--- src/rtl/instr_sequencer.sv ---
// rtl/instr_sequencer.sv - registered instruction sequencer: PC, return-address stack, fetch handshake, decode bundle
// Optional feature: define STACK_GUARD_EN to trap stack overflow/underflow into a sticky FAULT state.
module instr_sequencer #(
  parameter int ADDR_W      = 16,
  parameter int DATA_W      = 16,
  parameter int STACK_DEPTH = 8
) (
  input  logic                         clk,
  input  logic                         reset_n,
  output logic                         fetch_req,
  output logic [ADDR_W-1:0]            fetch_addr,
  output logic [ADDR_W-1:0]            fetch_addr_n,
  input  logic                         fetch_ack,
  input  logic [DATA_W-1:0]            instr,
  input  logic [DATA_W-1:0]            n,
  input  logic [ADDR_W-1:0]            rddata,
  input  logic                         jump,
  input  logic                         resume,
  output logic                         dec_valid,
  output logic [4:0]                   dec_op,
  output logic [4:0]                   dec_func,
  output logic [DATA_W-1:0]            dec_imm,
  output logic                         dec_use_imm,
  output logic [ADDR_W-1:0]            pc,
  output logic                         halted,
  output logic                         fault,
  output logic [$clog2(STACK_DEPTH):0] sp
);

  localparam int PTR_W = $clog2(STACK_DEPTH);
  localparam int SP_W  = PTR_W + 1;

  typedef enum logic [1:0] {
    ST_RUN   = 2'd0,
    ST_HALT  = 2'd1,
    ST_FAULT = 2'd2
  } state_t;

  state_t state, state_nxt;

  // Field extraction; the length bit is the lowest opcode bit (selects the 2-word form)
  logic [4:0]        op;
  logic [4:0]        func;
  logic              len_bit;
  logic [ADDR_W-1:0] n_addr;
  logic [ADDR_W-1:0] br_off;
  logic [ADDR_W-1:0] len;
  logic [ADDR_W-1:0] sub_skip;
  logic              unused_bits;

  assign op          = instr[DATA_W-1 -: 5];
  assign func        = instr[4:0];
  assign len_bit     = instr[DATA_W-5];
  assign n_addr      = ADDR_W'(n);
  assign br_off      = ADDR_W'(instr[1:0]);
  assign len         = ADDR_W'(len_bit) + ADDR_W'(1);
  assign sub_skip    = (op[4:1] == 4'b0101 && func[1] && jump) ? ADDR_W'(func[0]) + ADDR_W'(1) : '0;
  assign unused_bits = ^{instr, n};

  // Return-address stack storage and pointers
  logic [ADDR_W-1:0] stack_mem [STACK_DEPTH];
  logic [PTR_W-1:0]  ptr;
  logic [PTR_W-1:0]  rd_idx;
  logic [ADDR_W-1:0] stack_top;
  logic [ADDR_W-1:0] push_addr;
  logic [SP_W-1:0]   sp_inc;
  logic [SP_W-1:0]   sp_dec;

  assign ptr       = sp[PTR_W-1:0];
  assign rd_idx    = ptr - PTR_W'(1);
  assign stack_top = stack_mem[rd_idx];
  assign push_addr = pc + ADDR_W'(2);

  // Decode results
  logic [ADDR_W-1:0] pc_calc;
  logic              use_imm;
  logic              is_stop;
  logic              push;
  logic              pop;
  logic              guard_hit;
  logic              accept;
  logic              issue;

  // Instruction decode: next pc, operand use and stack action for the word pair on the bus
  always_comb begin
    pc_calc = pc + ADDR_W'(1);
    use_imm = 1'b0;
    is_stop = 1'b0;
    push    = 1'b0;
    pop     = 1'b0;
    casez (op)
      5'b00000: pc_calc = pc + ADDR_W'(1);
      5'b11111: is_stop = 1'b1;
      5'b00001: begin
        push    = 1'b1;
        use_imm = 1'b1;
        pc_calc = n_addr;
      end
      5'b11100: begin
        pop     = 1'b1;
        pc_calc = stack_top;
      end
      5'b00100: pc_calc = rddata;
      5'b00101: begin
        use_imm = 1'b1;
        pc_calc = n_addr;
      end
      5'b00010: pc_calc = jump ? pc + ADDR_W'(2) + br_off : pc + ADDR_W'(1);
      5'b00011: begin
        use_imm = 1'b1;
        pc_calc = jump ? pc + ADDR_W'(3) + br_off : pc + ADDR_W'(2);
      end
      5'b01???: begin
        use_imm = len_bit;
        pc_calc = pc + len + sub_skip;
      end
      5'b10???: begin
        use_imm = len_bit;
        pc_calc = pc + len;
      end
      5'b110?0: pc_calc = pc + ADDR_W'(1);
      default:  is_stop = 1'b1;
    endcase
  end

`ifdef STACK_GUARD_EN
  assign guard_hit = (push && sp == SP_W'(STACK_DEPTH)) || (pop && sp == '0);
  assign sp_inc    = sp + SP_W'(1);
  assign sp_dec    = sp - SP_W'(1);
`else
  assign guard_hit = 1'b0;
  assign sp_inc    = {1'b0, ptr + PTR_W'(1)};
  assign sp_dec    = {1'b0, ptr - PTR_W'(1)};
`endif

  assign accept = (state == ST_RUN) && fetch_ack;
  assign issue  = accept && !is_stop && !guard_hit;

  // State register
  always_ff @(posedge clk or negedge reset_n) begin
    if (!reset_n) state <= ST_RUN;
    else          state <= state_nxt;
  end

  // Next-state logic: STP/unknown opcodes halt, stack guard traps, resume leaves HALT only
  always_comb begin
    state_nxt = state;
    case (state)
      ST_RUN: begin
        if (accept && is_stop)        state_nxt = ST_HALT;
        else if (accept && guard_hit) state_nxt = ST_FAULT;
      end
      ST_HALT:  if (resume) state_nxt = ST_RUN;
      ST_FAULT: state_nxt = ST_FAULT;
      default:  state_nxt = ST_RUN;
    endcase
  end

  // State-derived outputs
  always_comb begin
    fetch_req = (state == ST_RUN);
    halted    = (state == ST_HALT);
`ifdef STACK_GUARD_EN
    fault     = (state == ST_FAULT);
`else
    fault     = 1'b0;
`endif
  end

  assign fetch_addr   = pc;
  assign fetch_addr_n = pc + ADDR_W'(1);

  // Datapath: pc, stack pointer and decode bundle advance only on an issued instruction
  always_ff @(posedge clk or negedge reset_n) begin
    if (!reset_n) begin
      pc          <= '0;
      sp          <= '0;
      dec_valid   <= 1'b0;
      dec_op      <= '0;
      dec_func    <= '0;
      dec_imm     <= '0;
      dec_use_imm <= 1'b0;
    end else begin
      dec_valid <= issue;
      if (issue) begin
        pc          <= pc_calc;
        dec_op      <= op;
        dec_func    <= func;
        dec_use_imm <= use_imm;
        dec_imm     <= use_imm ? n : '0;
        if (push)     sp <= sp_inc;
        else if (pop) sp <= sp_dec;
      end
    end
  end

  // Stack write on CALL; contents need no reset since sp gates every read
  always_ff @(posedge clk) begin
    if (issue && push) stack_mem[ptr] <= push_addr;
  end

endmodule
--- config.mk ---
export PLATFORM = sky130hd
export DESIGN_NAME = instr_sequencer
export DESIGN_NICKNAME = d
export VERILOG_FILES = /design/src/rtl/instr_sequencer.sv
export SDC_FILE = /design/constraint.sdc
export NUM_CORES = 1
export LEC_CHECK = 0
export ABC_AREA = 1
export CELL_PAD_IN_SITES_DETAIL_PLACEMENT = 1
export CELL_PAD_IN_SITES_GLOBAL_PLACEMENT = 2
export CORE_MARGIN = 8
export CORE_UTILIZATION = 36
export CTS_CLUSTER_SIZE = 30
export DETAILED_ROUTE_END_ITERATION = 16
export GPL_ROUTABILITY_DRIVEN = 0
export PLACE_DENSITY = 0.95
export REMOVE_ABC_BUFFERS = 1
export SYNTH_ARGS = -nofsm -noshare
export SYNTH_HDL_FRONTEND = slang
export SYNTH_SLANG_ARGS = --single-unit
--- constraint.sdc ---
create_clock -name clk -period 4.3 [get_ports clk]
set_input_delay 0.43 -clock clk [delete_from_list [all_inputs] [get_ports clk]]
set_output_delay 0.43 -clock clk [all_outputs]
set_load 0.005 [all_outputs]
Word-level counts from Yosys, hierarchy flattened

Memories as Yosys holds them, arrays and structs flattened.
Cells that the tools add are included.

Flip-flop bits (word level): 50
Output and inout bits: 83
Memories: 1
Memory bits (writable): 128

Memory list:

| name      | depth | width | rd ports | clocked after Yosys merged registers in | write ports | RTL line | source |
|---|---|---|---|---|---|---|---|
| stack_mem | 8     | 16    | 1        | 0                                       | 1           | 61       | `logic [ADDR_W-1:0] stack_mem [STACK_DEPTH];` |

Mux-type cells: 16
$add $sub $neg: 11
Reductions and logical operators: 15
Eq/ne operators: 14

Operator list:

| operator                | count |
|---|---|
| $pmux W16 S7            | 1 |
| $add A16 B2 Y16         | 4 |
| $mux W16                | 3 |
| $add A16 B2 Y16 const B | 2 |
| $add A16 B1 Y16 const B | 1 |
| $eq A5 B2 Y1 const B    | 2 |
| $eq A5 B3 Y1 const B    | 2 |
| $reduce_or A10 Y1       | 1 |
| $mux W4                 | 2 |
| $logic_and A1 B1 Y1     | 6 |
| $mux W2                 | 3 |
| $pmux W2 S3             | 1 |
| $eq A5 B1 Y1 const B    | 1 |
| $eq A5 B5 Y1 const B    | 1 |
| $logic_not A5 Y1        | 1 |
| $mux W1                 | 5 |
| $add A1 B1 Y2 const B   | 2 |
| $eq A2 B1 Y1 const B    | 2 |
| $eq A2 B2 Y1 const B    | 2 |
| $eq A4 B3 Y1 const B    | 1 |
| $eq A4 B4 Y1 const B    | 1 |
| $reduce_and A2 Y1       | 2 |
| $reduce_or A2 Y1        | 2 |
| $add A3 B1 Y3 const B   | 1 |
| 7 further kinds         | 7 |

Logic depth before layout (Yosys ltp)

Depth after elaboration: 6
Gate-level depth with buffers: 19
Depth with buffers taken out: 19

Worst setup path after synthesis

No wires, ideal clock.

Path kind: input -> register
Start: in instr[12]
End: mem stack_mem[1][0], enable pin
Arrival: 2.572 ns
Stages: 9
Library setup time: 0.409 ns
Setup slack: 1.319 ns
Cells stage by stage: nor2_2 > nand2_1 > nor3_4 > inv_2 > nand4_1 > nand2_2 > nor3_2 > nand2_1 > nor3_1

Longest elaborated chain between the ends: 6

Ends and longest elaborated chain:

| what                                 | RTL line | source |
|---|---|---|
| from (decl)                          | 14       | `input logic [DATA_W-1:0] instr,` |
| $eq A5 B5 Y1 (tied with other cells) | 91       | `casez (op)` |
| $reduce_or A10 Y1 (no source line)   | --       |  |
| $logic_and A1 B1 Y1                  | 137      | `assign issue = accept && !is_stop && !guard_hit;` |
| $logic_and A1 B1 Y1 (*)              | 199      | `if (issue && push) stack_mem[ptr] <= push_addr;` |
| $mux W1 (*)                          | 199      |  |
| $mux W1 (implied by the code) (*)    | 199      |  |
| to (decl)                            | 61       |  |

Mark *: on every way between the ends. The rest lies on a longest branch, timed or not.

Worst setup path in the final report

Start: reg pc[1] (netlist: fetch_addr[1])
End: out fetch_addr_n[11]

Longest elaborated chain between the ends: 1

Ends and longest elaborated chain:

| what                   | RTL line | source |
|---|---|---|
| from (decl)            | 24       | `output logic [ADDR_W-1:0] pc,` |
| from (signal assigned) | 186      | `pc <= pc_calc;` |
| $add A16 B1 Y16        | 171      | `assign fetch_addr_n = pc + ADDR_W'(1);` |
| to (decl)              | 12       | `output logic [ADDR_W-1:0] fetch_addr_n,` |

No other way between the ends.

==> results by stage <==
Timing:
- Setup violations remaining at the end of the flow were counted as 0.
- The worst path in the final design needs a cycle of 3.87 ns, including I/O delays and setup.
- The final cycle utilization of the critical path is approximately nine tenths.
- The normalized max-slew margin is 30.2%.
- The worst clock skew is 0.0154 ns.
- Across all hold checks on the routed design, the worst slack comes to 0.0697 ns.
- Setup repair after global routing left no endpoint under its margin.
- Derived from the worst setup path, the maximum achievable clock frequency is 258 MHz.
- The count of pins over their slew limit is 0.
- The count of endpoints failing hold in the final timing report is 0.
- For the pin with the worst max-slew slack, the measured transition is 1.04 ns.

Critical path:
- The arrival time reported for the critical path endpoint is 3.44 ns.
- The setup path with the least slack is of type flip-flop to primary output.
- In this run the critical register-to-register path is captured at fetch_addr[11].
- In this run the worst path has a maximum fanout of 12.
- In this design, the stage delay of the slowest critical-path cell is between 0.7 and 0.8 ns.
- The category of the worst setup path launch point is a flip-flop.
- The category of cells accounting for the largest share of critical-path delay is simple AND/OR/NAND/NOR gates.
- The critical path goes through ha_1 > nand3_1 > nor2_1 > nand3_1 > nand2_2 > inv_1 > nor2_1 > a21oi_1 > inv_1 > clkdlybuf4s50_1.
- Together, buffers and inverters on the worst path number 3.
- The number of cell instances on the worst register-to-register path is 14.
- The slack of the worst reg-to-reg path is 0.72 ns.
- In this run the critical register-to-register path is launched from fetch_addr[1].
- The slowest stage of the critical path is the dfrtp_1 cell.
- Data on the critical path is required at its endpoint by around 3.9 ns.
- The capturing element type of the critical path is a primary output.

Placed design:
- After detailed placement, the design holds a cell count of 1697.
- The area after detailed placement is approximately 0.012 mm².
- The count of buffers inserted at the top-level ports is 127.
- Once detailed placement completed, the half-perimeter wirelength came to ~27 mm.

CTS:
- The clock insertion delay at the later pin of the skew report is roughly 0.45 ns.
- The total number of clock tree sinks is 177.
- Clock-pin slew was measured on the worst setup and hold paths at ~0.07 ns.
- The maximum clock insertion buffer count is 2.
- The clock tree from TritonCTS is done.
- The number of setup buffers added after CTS is 0.
- The number of CTS-inserted buffers is 17.
- The H-tree generated during clock tree synthesis spans 4 levels.
- The cell sitting at the root of the clock tree is a clkbuf_16.
- The post-cts sizing count is 0.
- The hold buffer count at CTS is 0.

Job:
- The number of max-capacitance violations reported is 0.

Routing:
- The total detailed-routing wirelength is between 30 and 40 mm.
- The remaining antenna violation count is 0.
- The mean number of vias per cell is about 5.4.
- In this run, the number of DRC markers left after iteration 0 of detailed routing was between 800 and 900.
- The total DRC errors in the routed layout is 0.
- The routed wirelength normalized by instance count is around 23 µm.
- Before antenna repair, the detailed router went through 5 iterations.
- The detailed router placed 9427 vias in this run.

Die:
- The core region is roughly 0.028 mm².
- The die span in y is 185 µm.
- The total die area is 0.0343 mm².
- The initial standard-cell utilization of the core is 36.3%.
- The floorplan has 62 rows.
- The floorplan step set the die width to between 150 and 200 µm.
- The top-level port count is 136.

Power:
- Of the total power, registers draw 31.7%.
- The combinational power share is 45.2%.
- Of the total power, the share spent switching nets is 43.0%.
- Summed over all cells, the static leakage comes to between 0.004 and 0.005 µW.
- The worst-case IR drop observed on VDD is between 300 and 400 µV.
- Overall power consumption after layout is estimated at around 7500 µW.
- The switching power summed over all nets is around 3200 µW.
- Per report_power, the clock group accounts for between 20% and 30% of the total.
- The cell-internal power is 4270 µW.
- The ratio of total power to cell area is 596 mW/mm².

Synth:
- After Yosys synthesis, XOR and XNOR cells account for 2.11% of the synthesized area.
- Summing the areas of all compound-gate instances in the mapped netlist gives roughly 14% of the synthesized area.
- The unique cell type count in the Yosys netlist is 49.
- By area, the combinational part of the netlist is dominated by simple AND/OR/NAND/NOR gates.
- By area the synthesized netlist is led by edfxtp_1 (37%), dfrtp_1 (12%), nand2_1 (8.6%).
- The synthesized design contains 177 register bits.
- The register area share after synthesis is between 40% and 50%.
- The area fraction in and, or, nand and nor cells after synthesis is 23.8%.
- The synthesized netlist occupies a cell area of 0.0103 mm².
- The portion of netlist area occupied by mux cells is 0%.
- The fraction of post-synthesis cell area in the top cell type by area is 37.2%.
- The cell type with the largest total area after synthesis is edfxtp_1.
- The synthesized netlist devotes under 10% of its cell area to adder and majority cells.
- Averaged over all synthesized cells, the footprint is between 8 and 9 µm².
- Yosys printed 0 warnings.
- The cell count after synthesis is about 1.2k.

Finish:
- Cells fill around 44% of the core in the end.
- At the end of the flow, the number of nets in the layout was 1405.
- The share of cells above drive strength 1 is 9.07%.
- The post-layout instance count excluding filler cells is 1730.
- The finished cells cover 0.0126 mm².
- The top cell types in the final layout, fill and taps aside, are nand2_1 (236), nor2_1 (173), o21ai_0 (141).
- The number of fill cells is between 3k and 4k.
- The area growth from synthesis to layout is 21.7%.
- Leaving out fill and tap cells, the most frequent cell in the layout is nand2_1.

Global routing:
- The initial antenna violation count is 1.
- The total routing usage reported by global routing is approximately 23%.
- The number of global-route vias before repair came to 9819.
- Entering global routing, the biggest net connects between 60 and 70 pins.
- The first global-routing pass estimated 59.0 mm of wire.
- The total overflow left after global routing is 0.

Hold path:
- In this run the worst hold path is classified as primary input to async pin.

Run status:
- The flow ran to the end, and the final reports show no timing, DRC or antenna violations.
-- worst max-delay path by stage --
stage,start,endpoint,slack (ns),cells past startpoint
final,fetch_addr[1],fetch_addr_n[11],0.43,10
after detailed placement,instr[11],fetch_addr[13],0.50,18
after global routing,fetch_addr[1],fetch_addr_n[11],0.24,10
after floorplan,sp[0],fetch_addr[8],-0.39,10
after global placement,instr[11],fetch_addr[13],0.58,18
after CTS,fetch_addr[1],fetch_addr_n[11],0.43,10
-- cells in the mapped netlist (all sizes together) --
master,count
clkinv,3
nand3,73
or2,3
fa,3
buf,43
xnor2,1
edfxtp,128
a21o,1
o21a,1
o221ai,8
ha,17
nand4,26
xor2,23
conb,1
o22ai,11
o32ai,1
o2111ai,1
nand3b,2
inv,120
clkbuf,27
nor2,190
o211ai,32
dfrtp,49
a21oi,27
nand2,252
o21bai,1
a211oi,1
a31oi,1
a22o,1
a21boi,1
a22oi,10
o21ai,153
nor3,17
-- area by class of cell --
cell class                      count  area (µm²)  area share (%)
Clock inverter                     15         221            1.76
Clock buffer                       17         425            3.39
Inverter                          123         463            3.69
Sequential cell                   177        5070            40.4
Antenna cell                        1        2.50          0.0199
Multi-Input combinational cell    859        4430            35.3
Tap cell                          384         480            3.83
Timing Repair Buffer              154        1470            11.7
-- sequential cells by signal (all words and copies together) (netlist names) --
name / count
dec_valid: 1
dec_imm: 16
fetch_addr: 16
stack_mem: 128
state: 2
dec_op: 5
dec_func: 5
sp: 3
dec_use_imm: 1
-- cells by family (layout without fill, tap and decap cells) --
family	after synthesis	count (layout)
other	1	3
adder cells (fa/ha/maj)	20	20
AO/OA/AOI/OAI	250	250
XOR/XNOR	24	24
flip-flops	177	177
buffers and inverters	193	309
AND/OR/NAND/NOR	563	563
-- power by group through the flow --
stage | Combinational, µW | Clock [µW] | Sequential, µW
after detailed placement | 3300 | 0 | 2410
after global placement | 3190 | 0 | 2400
after CTS | 3370 | 1740 | 2370
after floorplan | 1730 | 0 | 2410
after global routing | 3700 | 1790 | 2400
final | 3390 | 1730 | 2380
-- metrics by stage --
step	setup slack (ns)	setup TNS (ns)
floorplan	-0.393	-5.10
CTS	0.429	0
detailed placement	0.502	0
finish	0.427	0
global route	0.239	0
global placement	0.578	0
-- per-layer routing --
metal | GRT usage [%] | wire length, µm
met2 | 39.5 | 19200
met3 | 3.84 | 2190
met4 | 9.48 | 1380
met5 | 0 | 0
met1 | 28.0 | 16300
No activity file was read; power rests on OpenSTA's default activity.
